$ cat config.mk
export PLATFORM = sky130hd
export DESIGN_NAME = crc4_frame_sequencer
export DESIGN_NICKNAME = d
export VERILOG_FILES = /design/src/rtl/crc4_frame_sequencer.sv
export SDC_FILE = /design/constraint.sdc
export NUM_CORES = 1
export LEC_CHECK = 0
export BUFFER_PORTS_ARGS = -buffer_cell sky130_fd_sc_hd__clkbuf_2
export CORE_MARGIN = 5
export CORE_UTILIZATION = 29
export DETAILED_ROUTE_END_ITERATION = 12
export HOLD_SLACK_MARGIN = 0.02
export PLACE_DENSITY_LB_ADDON = 0.12
export SYNTH_ARGS = -nofsm -noshare
export SYNTH_HDL_FRONTEND = slang
export SYNTH_SLANG_ARGS = --single-unit
$ cat constraint.sdc
create_clock -name clk -period 1.7 [get_ports clk]
set_clock_uncertainty 0.15 [all_clocks]
set_input_delay 0.17 -clock clk [delete_from_list [all_inputs] [get_ports clk]]
set_output_delay 0.17 -clock clk [all_outputs]
set_load 0.02 [all_outputs]
$ cat src/rtl/crc4_frame_sequencer.sv
// ---------------------------------------------------------------------------
// crc4_frame_sequencer
//
// Walks a frame of `len` chunks through an external single-cycle CRC engine.
// The seed is latched on start, then each chunk is handed to the engine
// with the running CRC (acc) as crc_initial. The engine's registered result
// is folded back into acc. The final CRC is offered downstream through a
// valid/ready handshake.
//
// Optional feature (compile-time macro):
//   CRC_SEQ_TIMEOUT_EN - stall watchdog. It counts consecutive stalled
//                        FETCH/WAIT cycles. On reaching TIMEOUT_CYCLES it
//                        pulses crc_err for one cycle and returns to IDLE.
//                        Without the macro there is no timer, crc_err is
//                        tied low, and the block waits indefinitely.
//
// Ports:
//   clk, rst_n        clock (rising edge), asynchronous active-low reset
//   start             begin a frame (sampled in IDLE only)
//   init_val, len     seed and chunk count, latched on start
//   abort             synchronous abort, any state
//   s_valid, s_data   chunk stream from source
//   s_ready           chunk accept (FETCH state)
//   eng_crc_en        engine enable (= s_valid while in FETCH)
//   eng_crc_initial   engine seed input (= acc)
//   eng_data          engine data input (= s_data)
//   eng_data_out      engine result
//   eng_dout_vld      engine result valid
//   crc_out           final CRC (= acc)
//   crc_valid         final CRC valid, held until crc_ready
//   crc_ready         consumer accept
//   busy              state != IDLE
//   crc_err           one-cycle pulse on watchdog abort
//
// States:
//   IDLE  | waiting for start
//   FETCH | offering s_ready, issuing a chunk to the engine on s_valid
//   WAIT  | waiting for the engine result of the issued chunk
//   DONE  | presenting crc_out with crc_valid until crc_ready
// ---------------------------------------------------------------------------
module crc4_frame_sequencer #(
    parameter int CRC_WIDTH      = 4,
    parameter int DATA_WIDTH     = 5,
    parameter int LEN_WIDTH      = 8,
    parameter int TIMEOUT_CYCLES = 255
) (
    input  logic                  clk,
    input  logic                  rst_n,
    input  logic                  start,
    input  logic [CRC_WIDTH-1:0]  init_val,
    input  logic [LEN_WIDTH-1:0]  len,
    input  logic                  abort,
    input  logic                  s_valid,
    input  logic [DATA_WIDTH-1:0] s_data,
    output logic                  s_ready,
    output logic                  eng_crc_en,
    output logic [CRC_WIDTH-1:0]  eng_crc_initial,
    output logic [DATA_WIDTH-1:0] eng_data,
    input  logic [CRC_WIDTH-1:0]  eng_data_out,
    input  logic                  eng_dout_vld,
    output logic [CRC_WIDTH-1:0]  crc_out,
    output logic                  crc_valid,
    input  logic                  crc_ready,
    output logic                  busy,
    output logic                  crc_err
);

    typedef enum logic [1:0] {
        S_IDLE  = 2'd0,
        S_FETCH = 2'd1,
        S_WAIT  = 2'd2,
        S_DONE  = 2'd3
    } state_t;

    state_t                state;
    state_t                state_nxt;
    logic [CRC_WIDTH-1:0]  acc;
    logic [LEN_WIDTH-1:0]  cnt;
    logic                  timeout_hit;

`ifdef CRC_SEQ_TIMEOUT_EN
    localparam int TMR_W = (TIMEOUT_CYCLES < 2) ? 1 : $clog2(TIMEOUT_CYCLES + 1);

    logic [TMR_W-1:0] timer;
    logic             stalling;

    assign stalling    = ((state == S_FETCH) && !s_valid) ||
                         ((state == S_WAIT)  && !eng_dout_vld);
    assign timeout_hit = ((state == S_FETCH) || (state == S_WAIT)) &&
                         (timer == TMR_W'(TIMEOUT_CYCLES));

    // Counts only while the stall persists in the same state; any progress
    // or state change restarts the count from zero.
    always_ff @(posedge clk or negedge rst_n) begin
        if (!rst_n) begin
            timer <= '0;
        end else if (stalling && (state_nxt == state)) begin
            timer <= timer + 1'b1;
        end else begin
            timer <= '0;
        end
    end
`else
    assign timeout_hit = 1'b0;
`endif

    // State register
    always_ff @(posedge clk or negedge rst_n) begin
        if (!rst_n) begin
            state <= S_IDLE;
        end else begin
            state <= state_nxt;
        end
    end

    // Next-state logic; abort and watchdog take priority over everything.
    always_comb begin
        state_nxt = state;
        if (abort || timeout_hit) begin
            state_nxt = S_IDLE;
        end else begin
            unique case (state)
                S_IDLE: begin
                    if (start) begin
                        state_nxt = (len == '0) ? S_DONE : S_FETCH;
                    end
                end
                S_FETCH: begin
                    if (s_valid) begin
                        state_nxt = S_WAIT;
                    end
                end
                S_WAIT: begin
                    // Exit is decided on the pre-decrement count.
                    if (eng_dout_vld) begin
                        state_nxt = (cnt == LEN_WIDTH'(1)) ? S_DONE : S_FETCH;
                    end
                end
                S_DONE: begin
                    if (crc_ready) begin
                        state_nxt = S_IDLE;
                    end
                end
                default: state_nxt = S_IDLE;
            endcase
        end
    end

    // Accumulator and chunk counter. Abort or watchdog freezes both, so acc
    // keeps the last chained value of an abandoned frame.
    always_ff @(posedge clk or negedge rst_n) begin
        if (!rst_n) begin
            acc <= '0;
            cnt <= '0;
        end else if (!abort && !timeout_hit) begin
            unique case (state)
                S_IDLE: begin
                    if (start) begin
                        acc <= init_val;
                        cnt <= len;
                    end
                end
                S_WAIT: begin
                    if (eng_dout_vld) begin
                        acc <= eng_data_out;
                        if (cnt != '0) begin
                            cnt <= cnt - 1'b1;
                        end
                    end
                end
                default: ;
            endcase
        end
    end

    // Output decode
    always_comb begin
        s_ready    = 1'b0;
        eng_crc_en = 1'b0;
        crc_valid  = 1'b0;
        busy       = 1'b0;
        crc_err    = timeout_hit;
        unique case (state)
            S_IDLE: ;
            S_FETCH: begin
                s_ready    = 1'b1;
                eng_crc_en = s_valid;
                busy       = 1'b1;
            end
            S_WAIT: begin
                busy = 1'b1;
            end
            S_DONE: begin
                crc_valid = 1'b1;
                busy      = 1'b1;
            end
            default: ;
        endcase
    end

    assign eng_crc_initial = acc;
    assign eng_data        = s_data;
    assign crc_out         = acc;

endmodule
After elaboration in Yosys (flattened, before gate mapping). Cells that the tools add are included.

Flip-flop bits (word level): 14. Input port bits: 28. Output and inout port bits: 18. Logic and storage cells: 43.

Add/subtract/negate cells: 1. Eq/ne operators: 11. Multiplexer cells: 19. Bitwise operators: 1. Reduce and logical (&&, ||, !) cells: 8.

Operator list (number): 8-bit 2-to-1 mux (3); 8-bit one-hot mux with 2 select lines (1); 2-bit 2-to-1 mux (7); 3-bit != test, second input constant (4); 8-bit by 1-bit equality test with 1-bit output, second input constant (1); 8-bit logical NOT (1); 4-bit 2-to-1 mux (2); 2-bit one-hot mux with 4 select lines (1); 4-bit one-hot mux with 2 select lines (1); 4-bit AND reduction (2); 8-bit nonzero test (1); 8-bit by 1-bit subtractor with 8-bit output, second input constant (1); 2-bit != test, second input constant (3); 5-bit AND reduction (1); 2-bit equality test, second input constant (2); 1-bit 2-to-1 mux (4); 3-bit OR reduction (1); 2-bit by 1-bit equality test with 1-bit output, second input constant (1); 2-bit logical NOT (1); 2-bit nonzero test (1); 1-bit NOT (1).

Depth between registers and ports, before layout.
Depth in word-level cells: 5. Mapped depth: 7. Gate-level depth less buffers: 6.

Worst setup path after synthesis. No wires, ideal clock.

Kind: reg-to-reg. Start: register state[1]. End: register cnt[1]. Library setup time: 0.125 ns. Data arrival time: 1.396 ns. Required time: 1.425 ns. Setup slack: 0.029 ns. Stages on the path, launching flop included: 8. Path buffers: 3. Clock period less this slack: 1.671 ns. Cells stage by stage: dfrtp_1 > buf_6 > mux2i_1 > or3_1 > buf_6 > nand2b_1 > buf_6 > mux2i_1.

Word-level cells in the longest chain between the ends: 3. Elaborated cells on any way between the ends: 8. Classes of those cells: eq/ne: 4; mux: 1; reduce/logical: 3.

Ends and longest elaborated chain: from (decl) (RTL line 75) `state_t state;`; from (signal assigned) (RTL line 112) `state <= state_nxt;`; 2-bit equality test / 2-bit logical NOT (equally long branches) (RTL line 156) `unique case (state)`; 2-bit != test (no source line) / 2-bit nonzero test (equally long branches); 5-bit AND reduction (no source line); to (signal assigned) (RTL line 160) `cnt <= len;`; to (signal assigned) (RTL line 167) `cnt <= cnt - 1'b1;`; to (decl) (RTL line 78) `logic [LEN_WIDTH-1:0] cnt;`.

Several ways; a longest one is shown, not always the timed one. A chain may end at the register's enable or synchronous reset.

Worst setup path after layout.
Start: register cnt[1]. End: register state[1].

Word-level cells in the longest chain between the ends: 5.

Ends and longest elaborated chain: 8-bit by 1-bit equality test with 1-bit output (RTL line 136) `state_nxt = (cnt == LEN_WIDTH'(1)) ? S_DONE : S_FETCH;`; 2-bit 2-to-1 mux (RTL line 136); 2-bit 2-to-1 mux (RTL line 135) `if (eng_dout_vld) begin`; 2-bit one-hot mux with 4 select lines (RTL line 122) `unique case (state)`; 2-bit 2-to-1 mux (RTL line 119) `if (abort || timeout_hit) begin`.

No other way between the ends. The select of a mux whose other input is x is not followed.

==> results.py <==
metrics = {
    "run_status": {
        "status": "complete, no violations",
    },
    "global_route": {
        "grt_pass1_vias": 984,
        "antenna_found_initial": 0,
        "grt-ovfl-total": 0,
        "grt_pass1_wl_um": 4700,
        "grt_max_degree": 18,
        "grt_util_all_layers_pct": 12.2,
    },
    "place": {
        "hpwl_um": 2220,
        "dp_slack_ns": -0.0779,
        "portBuffers": 34,
        "placedCellCount": 196,
        "dpl_cell_area_um2": 1250,
        "gp_congestion": 0.864,
    },
    "clock_network": {
        "path_clk_slew_ns": 0.09,
        "cts_tree": "done",
        "htree_levels": 1,
        "clock_path_buffers": 2,
        "numCtsBuffers": 3,
        "cts-root-buf": "clkbuf_4",
        "clock-sinks": 14,
        "clock_latency_ns": 0.29,
    },
    "power": {
        "power.share.sequential_pct": 35.7,
        "ir_drop_mv": 0.429,
        "power_w": 0.00152,
        "power_density_nw_per_um2": 1080,
        "intPower_w": 0.000916,
        "p_comb_share_pct": 48.3,
        "leakage_nw": 0.652,
        "pwr-share-clk_pct": 16.0,
        "switchingPower_w": 0.000599,
        "switching_share_pct": 39.5,
    },
    "timing": {
        "fin_crit_ns": 1.66,
        "slew_violations": 0,
        "timing.final.ws_setup_ns": 0.0414,
        "rsz0062_at_grt": "yes",
        "hold_violations": 0,
        "setup_viol": 0,
        "max_freq_ghz": 0.603,
        "holdWs_ns": 0.0286,
        "min_period_over_period_pct": 97.6,
    },
    "drt": {
        "firstDrtPassIters": 4,
        "drt_first_iter_violations": 41,
        "final_antenna_net_count": 0,
        "wl_um": 2780,
        "via_per_inst": 4.74,
        "vias": 972,
        "routedWlPerCell_um": 13.6,
        "drc_errors": 0,
    },
    "worst_setup_path": {
        "cp_cell_sequence": "inv_2, ha_1, or4b_4, o21ai_2, nand3b_1, a21oi_1",
        "reg2reg_to": "state[1]$_DFFE_PN0P_",
        "cp_num_buf_inv": 1,
        "crit_path_top_delay_cell": "or4b_4",
        "cp-startpoint": "cnt[1]$_DFFE_PN0P_",
        "critical_path.max_stage_delay_ns": 0.45,
        "critical_path_arrival_ns": 1.73,
        "endpoint_kind": "flip-flop",
        "crit_type": "flip-flop to flip-flop",
        "cp_top_family": "simple AND/OR/NAND/NOR gates",
        "reg2reg_from": "cnt[1]$_DFFE_PN0P_",
        "r2r_cells": 6,
        "endpoint": "state[1]$_DFFE_PN0P_",
        "critPathLaunchType": "flip-flop",
        "cp.depth": 6,
        "worstPathMaxFanout": 3,
        "r2r_slack_ns": 0.04,
        "cp.required_ns": 1.77,
    },
    "logic_synthesis": {
        "synth_mux_area_share_pct": 8.81,
        "syn_inst": 116,
        "synth_compound_area_share_pct": 18.1,
        "ys.flop_type": "dfrtp_1",
        "synth-seq-area-share_pct": 34.3,
        "synthesis.nets": 147,
        "synthXorXnorAreaFrac_pct": 0,
        "ys_seq_elements": 14,
        "synth_top_family_by_area": "simple AND/OR/NAND/NOR gates",
        "synth_edf_count": 0,
        "synthAdderAreaFrac_pct": 3.67,
        "ys_async_sr_fraction_pct": 100,
        "yosysWarnings": 0,
        "synth_area_um2": 1020,
        "synth_cell_type_count": 32,
        "syn_area_per_cell_um2": 8.81,
        "synthSimpleGateAreaFrac_pct": 21.3,
    },
    "floorplanning": {
        "initial_core_util_pct": 30.4,
        "fp.dieW_um": 69.4,
        "dieArea_um2": 4810,
        "rows": 21,
        "core-area_um2": 3360,
        "die_h_um": 69.4,
        "pin_count": 46,
    },
    "final_layout": {
        "num_antenna_cells": 0,
        "stdcell_count": 205,
        "multi_input_area_um2": 594,
        "final_common_cell": "clkbuf_2",
        "nFillCells": 345,
        "final_nets": 191,
        "drive_gt1_share_pct": 45.9,
        "seq_area_um2": 350,
        "area_delta_synth_final_pct": 37.1,
        "final_area_um2": 1400,
        "final_cell_mix": "clkbuf_2, buf_4, dfrtp_1",
    },
    "flow_run": {
        "maxCapViolations": 0,
    },
    "hold_path": {
        "hold_path_startpoint": "init_val[1]",
        "hold_depth": 3,
        "hold_class": "input port to flip-flop",
    },
}
==> repair_timing <==
action                                  4_1_cts  5_1_grt
endpoints found under the hold margin        16        0
endpoints found under the setup margin        8       11
gates resized for setup                       4       19
pin swaps                                     0        2
hold buffers                                  2        0
buffers inserted                              0        3
==> flip-flops by register name, summed over array words and instances (netlist names) <==
name     count
cnt          8
crc_out      4
state        2
==> synthesized netlist by cell type (all sizes together) (3+ instances only) <==
library cell / count / area (um2)
a21oi: 7 / 35.0
a22oi: 3 / 22.5
buf: 15 / 119
dfrtp: 14 / 350
ha: 3 / 37.5
inv: 3 / 11.3
mux2i: 9 / 90.1
nand2: 7 / 26.3
nand2b: 4 / 25.0
nand3b: 3 / 22.5
nor2: 5 / 18.8
nor3: 3 / 15.0
nor4: 4 / 31.3
o21ai: 15 / 75.1
==> layout make-up <==
cell class                 count  share of cell area [%]
multi-input combinational     82                    42.4
tap                           46                    4.11
sequential                    14                    25.0
timing repair buffer          56                    25.1
inverter                       3                   0.804
clock buffer                   4                    2.59
==> worst min-delay path, cell delays in order <==
cell	delay [ns]
clkbuf_2	0.08
mux2i_1	0.05
o21ai_0	0.13
==> how the worst min path moves through the flow <==
stage                                   to  slack (ns)
detailed placement  crc_out[0]$_DFFE_PN0P_       -0.05
floorplan               cnt[0]$_DFFE_PN0P_       -0.28
finish              crc_out[1]$_DFFE_PN0P_        0.03
global route            cnt[6]$_DFFE_PN0P_        0.03
CTS                 crc_out[1]$_DFFE_PN0P_        0.02
global placement    crc_out[2]$_DFFE_PN0P_       -0.04
==> power groups by stage <==
stage,Clock [W],Sequential [W],Combinational (W)
6_report,0.000242,0.000541,0.000732
5_1_grt,0.000272,0.000558,0.000804
4_1_cts,0.000255,0.000519,0.000663
3_5_place_dp,0,0.000521,0.000653
3_3_place_gp,0,0.000521,0.000655
2_1_floorplan,0,0.000543,0.000407
==> cells by family after synthesis <==
family	count (synthesis)
multiplexers	9
adder cells (fa/ha/maj)	3
AO/OA/AOI/OAI	31
other	1
flip-flops	14
buffers and inverters	20
AND/OR/NAND/NOR	38
==> metrics by stage <==
stage          util [%]  setup TNS [ns]
6_report           41.7               0
5_1_grt            41.7         -0.0794
4_1_cts            39.1               0
3_5_place_dp       37.2          -0.107
3_3_place_gp       37.2          -0.265
2_1_floorplan         -               0
==> routing by layer <==
metal | GRT usage (%) | vias to the layer above | wire length, um | share of wire [%]
li1 | - | 488 | - | -
met4 | 4.77 | 0 | 42 | 1.5
met2 | 20.3 | 29 | 1350 | 48
met1 | 13.8 | 450 | 1200 | 43
met5 | 0 | - | 0 | 0
met3 | 4.78 | 5 | 193 | 6.9
Power figures use the tool's default switching activity.
